File: src/rtl/link_credit_scheduler.sv
// Credit-based packet scheduler: one requester owns the links per packet,
// flits stripe round-robin across links that still hold credit.
module link_credit_scheduler #(
   parameter int FLIT_W      = 128,
   parameter int NUM_REQ     = 4,
   parameter int NUM_LINKS   = 2,
   parameter int MAX_CREDITS = 4,
   localparam int CW         = $clog2(MAX_CREDITS + 1)
) (
   input  logic                        clk,
   input  logic                        rst,
   input  logic [NUM_REQ*FLIT_W-1:0]   req_flit,
   input  logic [NUM_REQ-1:0]          req_valid,
   input  logic [NUM_REQ-1:0]          req_last,
   output logic [NUM_REQ-1:0]          req_ready,
   output logic [NUM_LINKS*FLIT_W-1:0] link_flit,
   output logic [NUM_LINKS-1:0]        link_valid,
   input  logic [NUM_LINKS-1:0]        link_credit,
   output logic [NUM_LINKS*CW-1:0]     credit_cnt,
   output logic                        credit_err
);

   localparam int OW = (NUM_REQ > 1) ? $clog2(NUM_REQ) : 1;
   localparam int LW = (NUM_LINKS > 1) ? $clog2(NUM_LINKS) : 1;

   typedef enum logic {IDLE, LOCKED} state_t;

   state_t                  state_q, state_d;
   logic [OW-1:0]           owner_q, owner_d;
   logic [OW-1:0]           rr_q, rr_d;
   logic [LW-1:0]           stripe_q, stripe_d;
   logic [CW-1:0]           cnt_q [NUM_LINKS];
   logic [CW-1:0]           cnt_d [NUM_LINKS];
   logic [NUM_LINKS-1:0]    lv_q, lv_d;
   logic [NUM_LINKS*FLIT_W-1:0] lf_q, lf_d;
   logic                    err_q, err_d;

   logic [NUM_LINKS-1:0]    has_cr;
   logic                    any_cr;
   logic                    sel_found;
   logic [LW-1:0]           sel;
   logic                    grant_found;
   logic [OW-1:0]           grant_idx;
   logic                    accept;
   logic                    owner_valid;
   logic                    owner_last;
   logic [FLIT_W-1:0]       owner_flit;

   always_comb begin
      has_cr = '0;
      for (int l = 0; l < NUM_LINKS; l++) begin
         has_cr[l] = (cnt_q[l] != '0);
      end
      any_cr = |has_cr;
   end

   // First link with credit, starting at the stripe pointer
   always_comb begin
      sel       = '0;
      sel_found = 1'b0;
      for (int k = 0; k < NUM_LINKS; k++) begin
         if (!sel_found && has_cr[(int'(stripe_q) + k) % NUM_LINKS]) begin
            sel_found = 1'b1;
            sel       = LW'((int'(stripe_q) + k) % NUM_LINKS);
         end
      end
   end

   always_comb begin
      grant_idx   = '0;
      grant_found = 1'b0;
      for (int k = 0; k < NUM_REQ; k++) begin
         if (!grant_found && req_valid[(int'(rr_q) + k) % NUM_REQ]) begin
            grant_found = 1'b1;
            grant_idx   = OW'((int'(rr_q) + k) % NUM_REQ);
         end
      end
   end

   always_comb begin
      owner_valid = req_valid[owner_q];
      owner_last  = req_last[owner_q];
      owner_flit  = req_flit[int'(owner_q)*FLIT_W +: FLIT_W];
   end

   always_ff @(posedge clk) begin
      if (rst) begin
         state_q <= IDLE;
      end else begin
         state_q <= state_d;
      end
   end

   always_comb begin
      state_d = state_q;
      unique case (state_q)
         IDLE:    if (grant_found) state_d = LOCKED;
         LOCKED:  if (accept && owner_last) state_d = IDLE;
         default: state_d = IDLE;
      endcase
   end

   always_comb begin
      req_ready = '0;
      if (state_q == LOCKED && any_cr && !rst) begin
         req_ready[owner_q] = 1'b1;
      end
      accept = req_ready[owner_q] & owner_valid;
   end

   always_comb begin
      owner_d  = owner_q;
      rr_d     = rr_q;
      stripe_d = stripe_q;
      lv_d     = '0;
      lf_d     = lf_q;
      err_d    = err_q;
      if (state_q == IDLE && grant_found) begin
         owner_d = grant_idx;
      end
      if (accept) begin
         stripe_d = LW'((int'(sel) + 1) % NUM_LINKS);
         lv_d[sel] = 1'b1;
         lf_d[int'(sel)*FLIT_W +: FLIT_W] = owner_flit;
         if (owner_last) begin
            rr_d = OW'((int'(owner_q) + 1) % NUM_REQ);
         end
      end
      // A return and a send on the same link cancel out
      for (int l = 0; l < NUM_LINKS; l++) begin
         cnt_d[l] = cnt_q[l];
         if (link_credit[l] && !(accept && sel == LW'(l))) begin
            if (cnt_q[l] == CW'(MAX_CREDITS)) begin
               err_d = 1'b1;
            end else begin
               cnt_d[l] = cnt_q[l] + CW'(1);
            end
         end else if (!link_credit[l] && accept && sel == LW'(l)) begin
            cnt_d[l] = cnt_q[l] - CW'(1);
         end
      end
   end

   always_ff @(posedge clk) begin
      if (rst) begin
         owner_q  <= '0;
         rr_q     <= '0;
         stripe_q <= '0;
         lv_q     <= '0;
         lf_q     <= '0;
         err_q    <= 1'b0;
         for (int l = 0; l < NUM_LINKS; l++) begin
            cnt_q[l] <= CW'(MAX_CREDITS);
         end
      end else begin
         owner_q  <= owner_d;
         rr_q     <= rr_d;
         stripe_q <= stripe_d;
         lv_q     <= lv_d;
         lf_q     <= lf_d;
         err_q    <= err_d;
         for (int l = 0; l < NUM_LINKS; l++) begin
            cnt_q[l] <= cnt_d[l];
         end
      end
   end

   always_comb begin
      credit_cnt = '0;
      for (int l = 0; l < NUM_LINKS; l++) begin
         credit_cnt[l*CW +: CW] = cnt_q[l];
      end
   end

   assign link_valid = lv_q;
   assign link_flit  = lf_q;
   assign credit_err = err_q;

endmodule

File: config.mk
export PLATFORM = sky130hd
export DESIGN_NAME = link_credit_scheduler
export DESIGN_NICKNAME = d
export VERILOG_FILES = /design/src/rtl/link_credit_scheduler.sv
export SDC_FILE = /design/constraint.sdc
export NUM_CORES = 1
export LEC_CHECK = 0
export CORE_AREA = 8 8 300 302
export DETAILED_ROUTE_END_ITERATION = 6
export DIE_AREA = 0 0 308 310
export HOLD_SLACK_MARGIN = 0.1
export SLEW_MARGIN = 25
export SYNTH_ARGS = -nofsm -noshare
export SYNTH_HDL_FRONTEND = slang
export SYNTH_SLANG_ARGS = --single-unit
File: constraint.sdc
create_clock -name clk -period 3.2 [get_ports clk]
set_clock_uncertainty 0.05 [all_clocks]
set_input_delay 0.48 -clock clk [delete_from_list [all_inputs] [get_ports clk]]
set_output_delay 0.48 -clock clk [all_outputs]
set_load 0.02 [all_outputs]
==> results of run 1 <==
==> sequential cells by signal, summed over array words and instances (netlist names) <==
signal	flops
cnt_q	6
credit_err	1
link_flit	256
link_valid	2
owner_q	2
rr_q	2
state_q	1
stripe_q	1
==> cells in the final DEF (no fill, tap or decap), types with 2 or more instances in the layout <==
master and count:
sky130_fd_sc_hd__a211o_1 2, sky130_fd_sc_hd__a211oi_1 2, sky130_fd_sc_hd__a21oi_1 139, sky130_fd_sc_hd__and2_1 8
sky130_fd_sc_hd__buf_12 10, sky130_fd_sc_hd__buf_4 37, sky130_fd_sc_hd__clkbuf_1 8, sky130_fd_sc_hd__clkbuf_16 31
sky130_fd_sc_hd__clkbuf_8 10, sky130_fd_sc_hd__clkdlybuf4s50_1 789, sky130_fd_sc_hd__clkinv_2 3, sky130_fd_sc_hd__dfxtp_1 269
sky130_fd_sc_hd__dfxtp_4 2, sky130_fd_sc_hd__diode_2 3, sky130_fd_sc_hd__fa_1 2, sky130_fd_sc_hd__ha_1 4
sky130_fd_sc_hd__inv_1 8, sky130_fd_sc_hd__inv_6 2, sky130_fd_sc_hd__mux4_2 131, sky130_fd_sc_hd__nand2_1 422
sky130_fd_sc_hd__nand2_2 100, sky130_fd_sc_hd__nand2b_1 5, sky130_fd_sc_hd__nand3_1 2, sky130_fd_sc_hd__nand3b_1 2
sky130_fd_sc_hd__nor2_1 11, sky130_fd_sc_hd__nor3_1 4, sky130_fd_sc_hd__nor3b_1 3, sky130_fd_sc_hd__nor4b_1 2
sky130_fd_sc_hd__o21ai_0 32, sky130_fd_sc_hd__o21ai_2 100
==> final cells by class <==
class,instances,share of cell area
timing repair buffer,837,0.3533
multi-input combinational,995,0.3142
sequential,271,0.2288
tap,1155,0.06087
clock buffer,49,0.03974
inverter,11,0.002161
clock inverter,3,0.0006324
antenna,3,0.0003162
==> worst register-to-register path, delay by kind of cell (launching register included) <==
kind	cells	cell delay [ns]
buf+inv	1	0.09
flops	1	0.42
simple gates	4	0.54
mux	1	0.57
compound gates	1	0.25
fa+ha+maj	2	0.67
==> metrics by stage <==
step	hold slack (ns)	total power [W]	area [um2]	utilization
finish	0.4025	0.008861	23740	0.2771
global route	0.4177	0.009269	23740	0.2771
CTS	0.4040	0.009035	23730	0.2770
detailed placement	0.3956	0.005511	22770	0.2658
global placement	0.3912	0.005510	22770	0.2658
floorplan	0.4307	0.004385	13580	-
==> per-layer routing <==
| layer | GRT usage | up-vias |
|---|---|---|
| li1 | - | 6351 |
| met1 | 0.1509 | 6365 |
| met2 | 0.2195 | 583 |
| met3 | 0.05155 | 77 |
| met4 | 0.03155 | 8 |
| met5 | 0 | - |
==> report_power, final <==
group | total (W) | internal (W) | switching, W | leakage, nW
sequential | 0.00352 | 0.00346 | 0.0000592 | 2.19
combinational | 0.00190 | 0.00108 | 0.000819 | 5.18
clock | 0.00344 | 0.00198 | 0.00146 | 0.475
total | 0.00886 | 0.00652 | 0.00234 | 7.85
==> repair_timing <==
action                                  CTS  global route
endpoints found under the setup margin    0             2
endpoints found under the hold margin     0             0
resized for setup                         0             1
==> worst min path at each step <==
stage               slack [ns]            from             end  depth (start not counted)
finish                    0.40   link_flit[63]   link_flit[63]                          2
global route              0.42   link_flit[50]   link_flit[50]                          2
CTS                       0.40  link_flit[109]  link_flit[109]                          2
detailed placement        0.40  link_flit[109]  link_flit[109]                          2
global placement          0.39  link_flit[109]  link_flit[109]                          2
floorplan                 0.43        stripe_q        stripe_q                          2
==> cells by family (layout without fill, tap and decap cells) <==
kind of cell | Yosys count | count (layout) | share of synthesized area
buffers and inverters | 128 | 900 | 0.05252
AND/OR/NAND/NOR | 567 | 567 | 0.1831
other | 0 | 3 | 0
flip-flops | 271 | 271 | 0.3995
adder cells (fa/ha/maj) | 6 | 6 | 0.006634
XOR/XNOR | 1 | 1 | 0.0006451
multiplexers | 134 | 134 | 0.2199
AO/OA/AOI/OAI | 287 | 287 | 0.1377
==> results.cfg, run 1 <==
[outcome]
status = completed

[synthesis]
synth_seq_area_share = 0.3995
yosysTopAreaCellShare = 0.3995
avgSynthCellArea_um2 = 9.741
area_leader_netlist = sky130_fd_sc_hd__dfxtp_1
synth_ff_type = sky130_fd_sc_hd__dfxtp_1
synth-edff-count = 0
yosys_warnings = 0
post_synth_num_cell_types = 52
post_synth_instance_area_um2 = 13580
postSynthCellCount = 1394
ys_seq_elements = 271
synth_fp_nets = 1924
yosysMostFrequentCell = sky130_fd_sc_hd__nand2_1
synth.area.top_cells = sky130_fd_sc_hd__dfxtp_1 (40%), sky130_fd_sc_hd__mux4_2 (22%), sky130_fd_sc_hd__nand2_1 (12%)
postSynth.asyncResetShare = 0
ys_top_cells_by_count = sky130_fd_sc_hd__nand2_1 (422), sky130_fd_sc_hd__dfxtp_1 (271), sky130_fd_sc_hd__a21oi_1 (139)

[worst_setup_path]
start_kind = flop
crit_arrival_ns = 2.42
cp_data_required_time_ns = 2.67
crit-reg2reg-capture = cnt_q[0][1]
cp.depth = 4
critical_path.max_stage_delay_ns = 0.65
cell_breakdown_of_the_critical_path = nor3_2 -> a21oi_1 -> and2_1 -> clkdlybuf4s50_1
worst-r2r-setup-slack_ns = 0.50
rr_startpoint = owner_q[0]
timing.critical_path.to_type = output port
crit_path_top_delay_cell = sky130_fd_sc_hd__clkdlybuf4s50_1
critical_path.top_delay_family = buffers and inverters
worst_setup_path_startpoint = cnt_q[0][0]
critPathBufInv = 1
reg2regPathDepth = 9
endpoint = req_ready[0]
crit_fanout = 6
crit_type = flop to output port

[routing]
routed_wirelength_mm = 66.15
viasPerCell = 4.026
wl_per_instance_um = 19.90
firstDrtPassIters = 5
num_vias = 13380
dr.max_layer_used = met5
wl_met2_mm = 32.05
wl_met3_mm = 6.956
remaining_drc_errors = 0
drtAntennaViolNets = 0
m1WireLength_mm = 25.74
detail_route.iter0.violations = 673

[pwr]
ir_drop_uv = 350.7
static-leakage-power_nw = 7.846
power.density_nw_per_um2 = 373.2

[sta]
slew_headroom = 0.4083
grt_setup_unrepaired = false
post-route-min-period_ns = 2.951
fin_ws_ns = 0.2494
setup_tns_ns = 0
maxClockFrequency_mhz = 338.9
layout_worst_path_cycle_share = 0.9221
timing.final.hold_violations = 0
report.final.setup_viol = 0
timing_max_transition_violations_final = 0
tightest_slew_ns = 0.8875

[cts]
clock_insertion_delay_worst_skew_ns = 0.57
cts.htree.levels = 1
cts-buffers-inserted = 31
cts_post_setup_buffers_inserted = 0
clock-root-buffer = sky130_fd_sc_hd__clkbuf_16
clkSlewWorstSetupHoldPaths_ns = 0.06
ctsLongestPathBuffers = 3
cts_sinks = 271
cts_tree = yes
post_cts_hold_buffer_count = 0

[placement]
buffer_ports.inserted = 792
gpl.final_weighted_congestion = 0.8368
detailed_place_hpwl_mm = 52.71
dp_cells = 3269
dpl_worst_slack_ns = 0.1251

[floorplanning]
coreArea_um2 = 85670
die_height_um = 310
floorplan.io_pins = 793
fp.dieArea_um2 = 95480
chipWidth_um = 308
start_util = 0.1585
row_count = 108

[final_layout]
final_cell_count_no_fill = 3324
area_growth_syn_to_layout_pct = 74.84
layout.filler_cells = 9150
post_route_cells_drive_above_1_share = 0.2013
nNetsFinal = 2677
multiInputGateArea_um2 = 7460
final-seq-area_um2 = 5433

[global_routing]
overflow = 0
grt_start_max_net_pins = 132
wire_length_of_the_first_global_routing_pass_mm = 93.54
first_global_vias = 13930
grt.total_usage = 0.1288
antenna_found_initial = 11

[worst_hold_path]
min_path_type = flop to flop

[run]
maxcap_viol_count = 0
No activity file was read; power rests on OpenSTA's default activity.
==> run 2, diff against run 1 <==
- clock period: 3.2 -> 3.1 ns (I/O delays scaled with it)
==> run 2 against run 1 <==
Clock power rose by 17%. Core utilization rose by 0.26 points. Largest power group is now the clock network. Critical endpoint unchanged. Sequential cell count did not move. Critical path type unchanged.
==> results.cfg, run 2 (same netlist as run 1, synthesis figures left out) <==
[final_layout]
largest_register_ffs = 256
post_route_cells_drive_above_1_share = 0.2043
commonest_non_fill_non_tap_cell_in_the_layout = sky130_fd_sc_hd__clkdlybuf4s50_1
nNetsFinal = 2684
mostFrequentLayoutCells = sky130_fd_sc_hd__clkdlybuf4s50_1 (789), sky130_fd_sc_hd__nand2_1 (422), sky130_fd_sc_hd__dfxtp_1 (269), sky130_fd_sc_hd__a21oi_1 (139), sky130_fd_sc_hd__mux4_2 (131)
layout.filler_cells = 9130
area_growth_syn_to_layout_pct = 76.46

[worst_hold_path]
hp-start = rst
min_path_type = primary input to flop
hold_depth = 3
hold_path_end = credit_err

[worst_setup_path]
cp_data_required_time_ns = 2.58
worst-r2r-setup-slack_ns = 0.41
worst_setup_path_startpoint = cnt_q[0][0]
crit_arrival_ns = 2.35
start_kind = flop
reg2regPathDepth = 11
crit-reg2reg-capture = cnt_q[0][2]
timing.critical_path.to_type = output port
crit_type = flop to output port
crit_fanout = 6
rr_startpoint = owner_q[0]

[sta]
layout_worst_path_cycle_share = 0.9230
fin_ws_ns = 0.2386
report.final.setup_viol = 0
timing_max_transition_violations_final = 0
maxClockFrequency_mhz = 349.5
slew_headroom = 0.4467
post-route-min-period_ns = 2.861
setup_tns_ns = 0
grt_setup_unrepaired = false
timing.final.hold_violations = 0
tightest_slew_ns = 0.8299

[floorplanning]
fp.dieArea_um2 = 95480
floorplan.io_pins = 793
chipWidth_um = 308
row_count = 108
coreArea_um2 = 85670
die_height_um = 310
start_util = 0.1585

[routing]
num_vias = 13570
detail_route.iter0.violations = 705
wl_per_instance_um = 19.88
routed_wirelength_mm = 66.33
viasPerCell = 4.069
firstDrtPassIters = 5
drtAntennaViolNets = 0
remaining_drc_errors = 0

[placement]
gpl.final_weighted_congestion = 0.8542
detailed_place_hpwl_mm = 53.05
dpl_worst_slack_ns = 0.2166
buffer_ports.inserted = 792

[pwr]
netSwitchingFraction = 0.2611
cell_internal_pwr_w = 0.007103
power.sequential.fraction = 0.378
ir_drop_uv = 333.8
switching_power_w = 0.002510
power_w = 0.009613
power.density_nw_per_um2 = 401.2
static-leakage-power_nw = 7.945
power.share.combinational = 0.204
clock_power_share = 0.418

[cts]
ctsLongestPathBuffers = 3
clkSlewWorstSetupHoldPaths_ns = 0.06
cts_sinks = 271
cts_tree = yes
post_cts_hold_buffer_count = 0
cts_post_setup_buffers_inserted = 0
clock-root-buffer = sky130_fd_sc_hd__clkbuf_16
cts.htree.levels = 2
clock_insertion_delay_worst_skew_ns = 0.53
cts-buffers-inserted = 35

[global_routing]
first_global_vias = 13880
grt.total_usage = 0.1303
antenna_found_initial = 9
wire_length_of_the_first_global_routing_pass_mm = 94.12
overflow = 0
grt_start_max_net_pins = 132

[outcome]
status = completed

[run]
maxcap_viol_count = 0
==> run 2: changes by cell type in the layout (fill, tap and decap cells not counted), sizes merged <==
cell | previous run | this run
clkinvlp | 0 | 1
clkinv | 3 | 4
buf | 48 | 51
inv | 11 | 12
clkbuf | 49 | 54
bufinv | 0 | 1
==> run 2: how the worst max path moves through the flow <==
stage                        end  slack (ns)  depth (start not counted)
detailed placement   cnt_q[0][5]        0.22                         10
global route        req_ready[0]        0.03                          4
global placement     cnt_q[0][2]        0.18                         10
CTS                 req_ready[0]        0.14                          4
finish              req_ready[0]        0.24                          4
floorplan            cnt_q[0][1]        0.23                         12
==> run 2: area by class of cell <==
class / instances / area [um2] / share of cell area
tap: 1155 / 1445 / 0.06031
clock buffer: 54 / 1050 / 0.04381
sequential: 271 / 5433 / 0.2267
inverter: 11 / 51.30 / 0.002141
antenna: 3 / 7.507 / 0.0003133
timing repair buffer: 840 / 8447 / 0.3525
clock inverter: 7 / 68.82 / 0.002872
multi-input combinational: 995 / 7460 / 0.3113
==> run 2: through the flow <==
step             util  hold slack (ns)  std cells  area (um2)
3_5_place_dp   0.2665           0.3957       3272       22830
3_3_place_gp   0.2665           0.3910       3272       22830
5_1_grt        0.2797           0.3880       3336       23960
4_1_cts        0.2796           0.3951       3333       23950
2_1_floorplan       -           0.4307       1394       13580
6_report       0.2797           0.3892       3336       23960
==> run 2: worst max-delay path, stage by stage (launching register included) <==
cell,delay (ns)
sky130_fd_sc_hd__dfxtp_1,0.47
sky130_fd_sc_hd__nor3_2,0.13
sky130_fd_sc_hd__a21oi_1,0.38
sky130_fd_sc_hd__and2_1,0.20
sky130_fd_sc_hd__clkdlybuf4s50_1,0.64
==> run 2: metal layers <==
| layer | wire [um] | vias to the layer above | track usage | part of all wire |
|---|---|---|---|---|
| li1 | - | 6392 | - | - |
| met1 | 26120 | 6522 | 0.1532 | 0.39 |
| met2 | 32040 | 579 | 0.2193 | 0.48 |
| met3 | 6733 | 74 | 0.05400 | 0.10 |
| met4 | 1398 | 6 | 0.03362 | 0.021 |
| met5 | 44 | - | 0 | 0.00066 |
==> run 2: repair_timing <==
| item | in CTS | in global routing |
|---|---|---|
| resized for setup | 1 | 0 |
| hold endpoints to repair | 0 | 0 |
| endpoints found under the setup margin | 1 | 0 |
==> run 2: power groups by stage <==
stage / Clock [W] / Combinational, W / Sequential (W)
global placement: 0 / 0.00198 / 0.00371
detailed placement: 0 / 0.00198 / 0.00371
CTS: 0.00419 / 0.00199 / 0.00364
global route: 0.00433 / 0.00209 / 0.00365
finish: 0.00402 / 0.00196 / 0.00364
floorplan: 0 / 0.000719 / 0.00381
